### config.mk
export PLATFORM = sky130hd
export DESIGN_NAME = contador_luz
export DESIGN_NICKNAME = d
export VERILOG_FILES = /design/src/rtl/contador_luz.sv
export SDC_FILE = /design/constraint.sdc
export NUM_CORES = 1
export LEC_CHECK = 0
export CAP_MARGIN = 20
export CORE_UTILIZATION = 44
export CTS_CLUSTER_SIZE = 40
export DETAILED_ROUTE_END_ITERATION = 8
export GPL_TIMING_DRIVEN = 1
export PLACE_DENSITY = 0.77
export SLEW_MARGIN = 15
export SYNTH_ARGS = -nofsm -noshare
export SYNTH_HDL_FRONTEND = slang
export SYNTH_SLANG_ARGS = --single-unit
### constraint.sdc
create_clock -name clk -period 2.25 [get_ports clk]
set_clock_uncertainty 0.15 [all_clocks]
set_input_delay 0.45 -clock clk [delete_from_list [all_inputs] [get_ports clk]]
set_output_delay 0.45 -clock clk [all_outputs]
set_load 0.05 [all_outputs]
### src/rtl/contador_luz.sv
// ---------------------------------------------------------------------------
// contador_luz
//
// Wrapping event/blink counter. Counts in the range 0..MAX and flips `luz`
// every time the count wraps. Each wrap also raises `tc` for one cycle and
// bumps the saturating lap counter `voltas`. Replaces the old fixed 6-bit
// free-running fio/luz counter.
//
// Configuration macro:
//   CONTADOR_DESCE_EN  defined   -> up/down counter, `sobe` selects direction
//                      undefined -> up-only counter, `sobe` is ignored and no
//                                   down-count logic is built
//
// Parameters:
//   WIDTH     width of cont / carga_val (1..32)
//   MAX       terminal count, 1..2**WIDTH-1
//   VOLTAS_W  width of the lap counter
//
// Ports:
//   clk        in   clock, all state changes on the rising edge
//   rst        in   synchronous active-high reset
//   en         in   count enable
//   sobe       in   direction: 1 = up, 0 = down (only with CONTADOR_DESCE_EN)
//   carga      in   synchronous load strobe (wins over en)
//   carga_val  in   load value, clamped to MAX
//   cont       out  current count (registered)
//   luz        out  toggles on every wrap (registered)
//   tc         out  one-cycle wrap pulse (registered)
//   voltas     out  completed laps, saturating (registered)
// ---------------------------------------------------------------------------
module contador_luz #(
  parameter int              WIDTH    = 6,
  parameter longint unsigned MAX      = (64'd1 << WIDTH) - 64'd1,
  parameter int              VOLTAS_W = 8
) (
  input  logic                clk,
  input  logic                rst,
  input  logic                en,
  input  logic                sobe,
  input  logic                carga,
  input  logic [WIDTH-1:0]    carga_val,
  output logic [WIDTH-1:0]    cont,
  output logic                luz,
  output logic                tc,
  output logic [VOLTAS_W-1:0] voltas
);

  // Terminal value and helper constants, all held in WIDTH bits so every
  // comparison happens against MAX rather than relying on natural overflow.
  localparam logic [WIDTH-1:0]    max_c    = MAX[WIDTH-1:0];
  localparam logic [WIDTH-1:0]    zero_c   = WIDTH'(1'b0);
  localparam logic [WIDTH-1:0]    one_c    = WIDTH'(1'b1);
  localparam logic [VOLTAS_W-1:0] vzero_c  = VOLTAS_W'(1'b0);
  localparam logic [VOLTAS_W-1:0] vone_c   = VOLTAS_W'(1'b1);
  localparam logic [VOLTAS_W-1:0] vmax_c   = {VOLTAS_W{1'b1}};

  // Clamp a load value into the legal count range.
  function automatic logic [WIDTH-1:0] clamp_carga(input logic [WIDTH-1:0] v);
    logic [WIDTH-1:0] r;
    if (v > max_c) begin
      r = max_c;
    end else begin
      r = v;
    end
    return r;
  endfunction

  // Saturating increment of the lap counter.
  function automatic logic [VOLTAS_W-1:0] sat_inc(input logic [VOLTAS_W-1:0] v);
    logic [VOLTAS_W-1:0] r;
    if (v == vmax_c) begin
      r = v;
    end else begin
      r = v + vone_c;
    end
    return r;
  endfunction

  // State registers
  logic [WIDTH-1:0]    cont_r;
  logic                luz_r;
  logic                tc_r;
  logic [VOLTAS_W-1:0] voltas_r;

  // Next-state values
  logic [WIDTH-1:0]    cont_s;
  logic                luz_s;
  logic                tc_s;
  logic [VOLTAS_W-1:0] voltas_s;

  // Step results for each direction and the wrap flag of the chosen step
  logic [WIDTH-1:0]    cont_sobe_s;
  logic                wrap_sobe_s;
  logic                desce_s;
  logic                wrap_s;

  // Upward step: MAX wraps to 0.
  always_comb begin
    cont_sobe_s = cont_r;
    wrap_sobe_s = 1'b0;
    if (cont_r == max_c) begin
      cont_sobe_s = zero_c;
      wrap_sobe_s = 1'b1;
    end else begin
      cont_sobe_s = cont_r + one_c;
      wrap_sobe_s = 1'b0;
    end
  end

`ifdef CONTADOR_DESCE_EN
  logic [WIDTH-1:0] cont_desce_s;
  logic             wrap_desce_s;

  // Downward step: 0 wraps to MAX.
  always_comb begin
    cont_desce_s = cont_r;
    wrap_desce_s = 1'b0;
    if (cont_r == zero_c) begin
      cont_desce_s = max_c;
      wrap_desce_s = 1'b1;
    end else begin
      cont_desce_s = cont_r - one_c;
      wrap_desce_s = 1'b0;
    end
  end

  // Direction is taken straight from the pin at the edge it is sampled.
  assign desce_s = ~sobe;
`else
  // Up-only build: the direction pin is deliberately left unused.
  logic sobe_unused_s;
  assign sobe_unused_s = sobe;
  assign desce_s       = 1'b0;
`endif

  // Count next state: load beats enable, enable beats hold.
  always_comb begin
    cont_s = cont_r;
    wrap_s = 1'b0;
    if (carga) begin
      // A load suppresses any wrap that would otherwise have happened.
      cont_s = clamp_carga(carga_val);
      wrap_s = 1'b0;
    end else if (en) begin
`ifdef CONTADOR_DESCE_EN
      if (desce_s) begin
        cont_s = cont_desce_s;
        wrap_s = wrap_desce_s;
      end else begin
        cont_s = cont_sobe_s;
        wrap_s = wrap_sobe_s;
      end
`else
      if (desce_s) begin
        cont_s = cont_r;
        wrap_s = 1'b0;
      end else begin
        cont_s = cont_sobe_s;
        wrap_s = wrap_sobe_s;
      end
`endif
    end else begin
      cont_s = cont_r;
      wrap_s = 1'b0;
    end
  end

  // Wrap side effects: toggle, pulse and lap count all move on the same edge.
  always_comb begin
    luz_s    = luz_r;
    tc_s     = 1'b0;
    voltas_s = voltas_r;
    if (wrap_s) begin
      luz_s    = ~luz_r;
      tc_s     = 1'b1;
      voltas_s = sat_inc(voltas_r);
    end else begin
      luz_s    = luz_r;
      tc_s     = 1'b0;
      voltas_s = voltas_r;
    end
  end

  // State register with synchronous reset.
  always_ff @(posedge clk) begin
    if (rst) begin
      cont_r   <= zero_c;
      luz_r    <= 1'b0;
      tc_r     <= 1'b0;
      voltas_r <= vzero_c;
    end else begin
      cont_r   <= cont_s;
      luz_r    <= luz_s;
      tc_r     <= tc_s;
      voltas_r <= voltas_s;
    end
  end

  assign cont   = cont_r;
  assign luz    = luz_r;
  assign tc     = tc_r;
  assign voltas = voltas_r;

endmodule
After elaboration in Yosys (flattened, before gate mapping):

Cells that the tools add are included.

* output and inout bits: 16
* register bits: 16
* logic and storage cells: 21
* input bits: 11

* order comparisons: 1
* reductions and logical operators: 2
* multiplexer cells: 8
* $add $sub $neg: 2
* eq/ne operators: 2
* bitwise gates (word level): 2

Operators by type and width (number)
* $mux 6: 4
* $add 8x1->8 const B: 1
* $eq 8x8->1 const B: 1
* $add 6x1->6 const B: 1
* $eq 6x6->1 const B: 1
* $gt 6x6->1 const B: 1
* $mux 1: 4
* $not 1->1: 2
* $reduce_and 2->1: 1
* $reduce_bool 2->1: 1

Logic depth before layout (Yosys ltp):

* depth in word-level cells: 5
* depth in mapped cells: 6
* gate-level depth less buffers: 5

Worst setup path before layout:

Ideal clock, no wire load.

* path type: register to register
* start: reg cont_r[0], in the netlist cont[0]
* end: reg voltas_r[0], in the netlist voltas[0]
* library setup time: 0.121 ns
* arrival: 2.211 ns
* stages on the path, launching flop included: 7
* buffers on the path: 1
* setup slack: -0.232 ns
* data required time: 1.979 ns
* clock period less this slack: 2.482 ns
* cell sequence: dfxtp_1 > ha_1 > nand2_1 > or3_1 > clkbuf_2 > a31oi_1 > mux2_2

* cells in the longest elaborated chain, start to end: 5

Ends and longest elaborated chain
* start, declared: line 80 `logic [WIDTH-1:0] cont_r;`
* start signal, assigned: line 187 `cont_r <= zero_c;`
* start signal, assigned: line 192 `cont_r <= cont_s;`
* $eq 6x6->1: line 101 `if (cont_r == max_c) begin`
* $mux 1: line 101
* $mux 1: line 144 `end else if (en) begin`
* $mux 1: line 140 `if (carga) begin`
* $reduce_and 2->1 (no line)
* end signal, assigned: line 190 `voltas_r <= vzero_c;`
* end signal, assigned: line 195 `voltas_r <= voltas_s;`
* end, declared: line 83 `logic [VOLTAS_W-1:0] voltas_r;`

Every way passes these cells.
A chain may end at the register's enable or synchronous reset.

Final worst setup path:

* start: reg voltas_r[4], in the netlist voltas[4]
* end: out voltas[4]

RTL lines
* end, declared: line 45 `output logic [VOLTAS_W-1:0] voltas`

No word-level cell between the ends.

==> results.cfg <==
[timing]
setup_viol = 0
tightest_slew_ns = 0.515
fin_crit_ns = 2.19
hold_viol = 0
fmax_mhz = 458
timing.hold.ws_ns = 0.369
rsz0062_at_grt = no
slew_violations = 0
tns_ns = 0
min_period_over_period = 0.971
relSlewSlack = 0.656

[synth]
yosysTopAreaCellShare = 0.382
ys_warn_count = 0
netlist_top_cells_area = dfxtp_1, mux2i_1, nor2_1
synth_cell_types = 30
synth_nets = 112
synth_seq_area_share = 0.382
syn_area_per_cell_um2 = 8.47
ys_seq_elements = 16
netlist_area_um2 = 838
synth.largest_area_cell = dfxtp_1
syn_inst = 99

[floorplan]
dieArea_um2 = 2080
start_util = 0.475
fp.dieH_um = 45.7
io_pins = 27
die_x_um = 45.7
core_um2 = 1760
rows = 15

[power_and_ir_drop]
p_leak_nw = 0.449
power.density_nw_per_um2 = 494
power.total_w = 0.000594
ir_drop_mv = 0.451

[clock_tree]
root_buffer = clkbuf_4
cts_tree = yes
cts.sinks = 16
clk_path_buf_depth = 2
clk_latency_ns = 0.29
cts_buffers = 3
cts.htree.levels = 1
clkTransAtPathRegs_ns = 0.10
post_cts_buffers = 0

[placement]
port-buffer-count = 25
gp_congestion = 0.817
placed_cells = 152
post-dp-hpwl_mm = 1.42

[routing]
vias_per_cell = 5.46
firstDrtPassIters = 4
vias = 851
drt-initial-drc-count = 11
ant_nets = 0
routed_wirelength_mm = 1.90
drcViolationCount = 0
wl_per_cell_um = 12.2

[final_layout]
area_growth_pct = 43.3
layout_commonest_cell = clkdlybuf4s50_1
utilization = 0.681
mostFrequentLayoutCells = clkdlybuf4s50_1, dfxtp_1, nor2_1
stdcell_count = 156
antenna_cells = 0
layout-drive-gt1-share = 0.145
fin_nets = 145

[worst_setup_path]
end_kind = output port
slowest_delay_ns = 0.86
slowest_stage = clkdlybuf4s50_1
rr_startpoint = cont[0]
worst-path-buf-inv = 1
path_class = reg2out
cp_data_arrival_time_ns = 1.59
start_kind = flop
path_max_fanout = 7
cp.required_ns = 1.65
cp_cell_sequence = clkdlybuf4s50_1
cp-startpoint = voltas[4]
cpLargestDelayFamily = buffers and inverters

[worst_hold_path]
min_from = voltas[7]
hold_path_class = reg2reg

[flow_run]
maxCapViolCount = 0

[grt]
first_global_vias = 696
grt_pass1_wl_mm = 3.02
grt_max_degree = 14
grtUsageTotal = 0.205
overflow = 0
grt_antenna_before_repair = 0

[status]
run_status = finished clean
==> area by class of cell <==
cell class                 instances  area [um^2]
sequential                        16          332
clock buffer                       4         36.3
inverter                           3         11.3
timing repair buffer              33          313
fill                             168          563
tap                               25         31.3
multi-input combinational         75          478
==> per-layer routing <==
layer / up-vias / part of all wire / track usage
met5: - / 0 / 0
met4: 0 / 0.016 / 0.0909
met3: 4 / 0.046 / 0.0476
met2: 25 / 0.46 / 0.311
met1: 401 / 0.47 / 0.272
li1: 421 / - / -
==> power breakdown <==
| group | switching, W | total, W | internal (W) |
|---|---|---|---|
| clock network | 0.0000963 | 0.000195 | 0.0000986 |
| registers | 0.0000128 | 0.000304 | 0.000291 |
| logic | 0.0000515 | 0.0000951 | 0.0000436 |
==> metrics by stage <==
stage / setup slack (ns) / instance area [um^2]
6_report: 0.0649 / 1200
5_1_grt: 0.0201 / 1200
4_1_cts: 0.0466 / 1200
3_5_place_dp: -0.162 / 1160
3_3_place_gp: -0.148 / 1160
2_1_floorplan: 0.0652 / 850
==> cells in the mapped netlist <==
cell      number
nor4_1         2
ha_1           2
mux2i_1        6
nand3_1        4
nor2b_1        2
or4_1          2
o31ai_1        2
nand4_1        2
nor3_1         5
a21oi_1        6
nand4_4        1
a31oi_1        3
nand2_1        9
clkbuf_2       1
a311oi_1       1
mux2_2         1
and2_1         2
xnor2_1        3
nand2b_1       2
buf_1          1
buf_2          1
nor2_1        10
a221oi_1       2
and3_1         2
buf_4          2
dfxtp_1       16
o21a_1         2
o21ai_0        2
or3_1          2
inv_1          3
==> path summary, 6_finish.rpt <==
path | end | slack (ns) | cells past startpoint
max | voltas[4] | 0.06 | 1
min | voltas[7] | 0.37 | 2
max reg2reg | voltas[5] | 0.23 | 5
min reg2reg | voltas[7] | 0.37 | 2
==> state kept, by name, indices dropped and copies added (netlist names) <==
name    cells
voltas      8
cont        6
luz         1
tc          1
==> kinds of logic after synthesis <==
| logic type | share of synthesized area |
|---|---|
| adder cells (fa/ha/maj) | 0.0298 |
| multiplexers | 0.0851 |
| flip-flops | 0.382 |
| AND/OR/NAND/NOR | 0.287 |
| buffers and inverters | 0.0477 |
| AO/OA/AOI/OAI | 0.137 |
| XOR/XNOR | 0.0313 |
==> repair_timing <==
action | in CTS | in global routing
endpoints found under the setup margin | 0 | 1
hold buffers | 0 | 0
resized for setup | 0 | 1
Power figures use the tool's default switching activity.
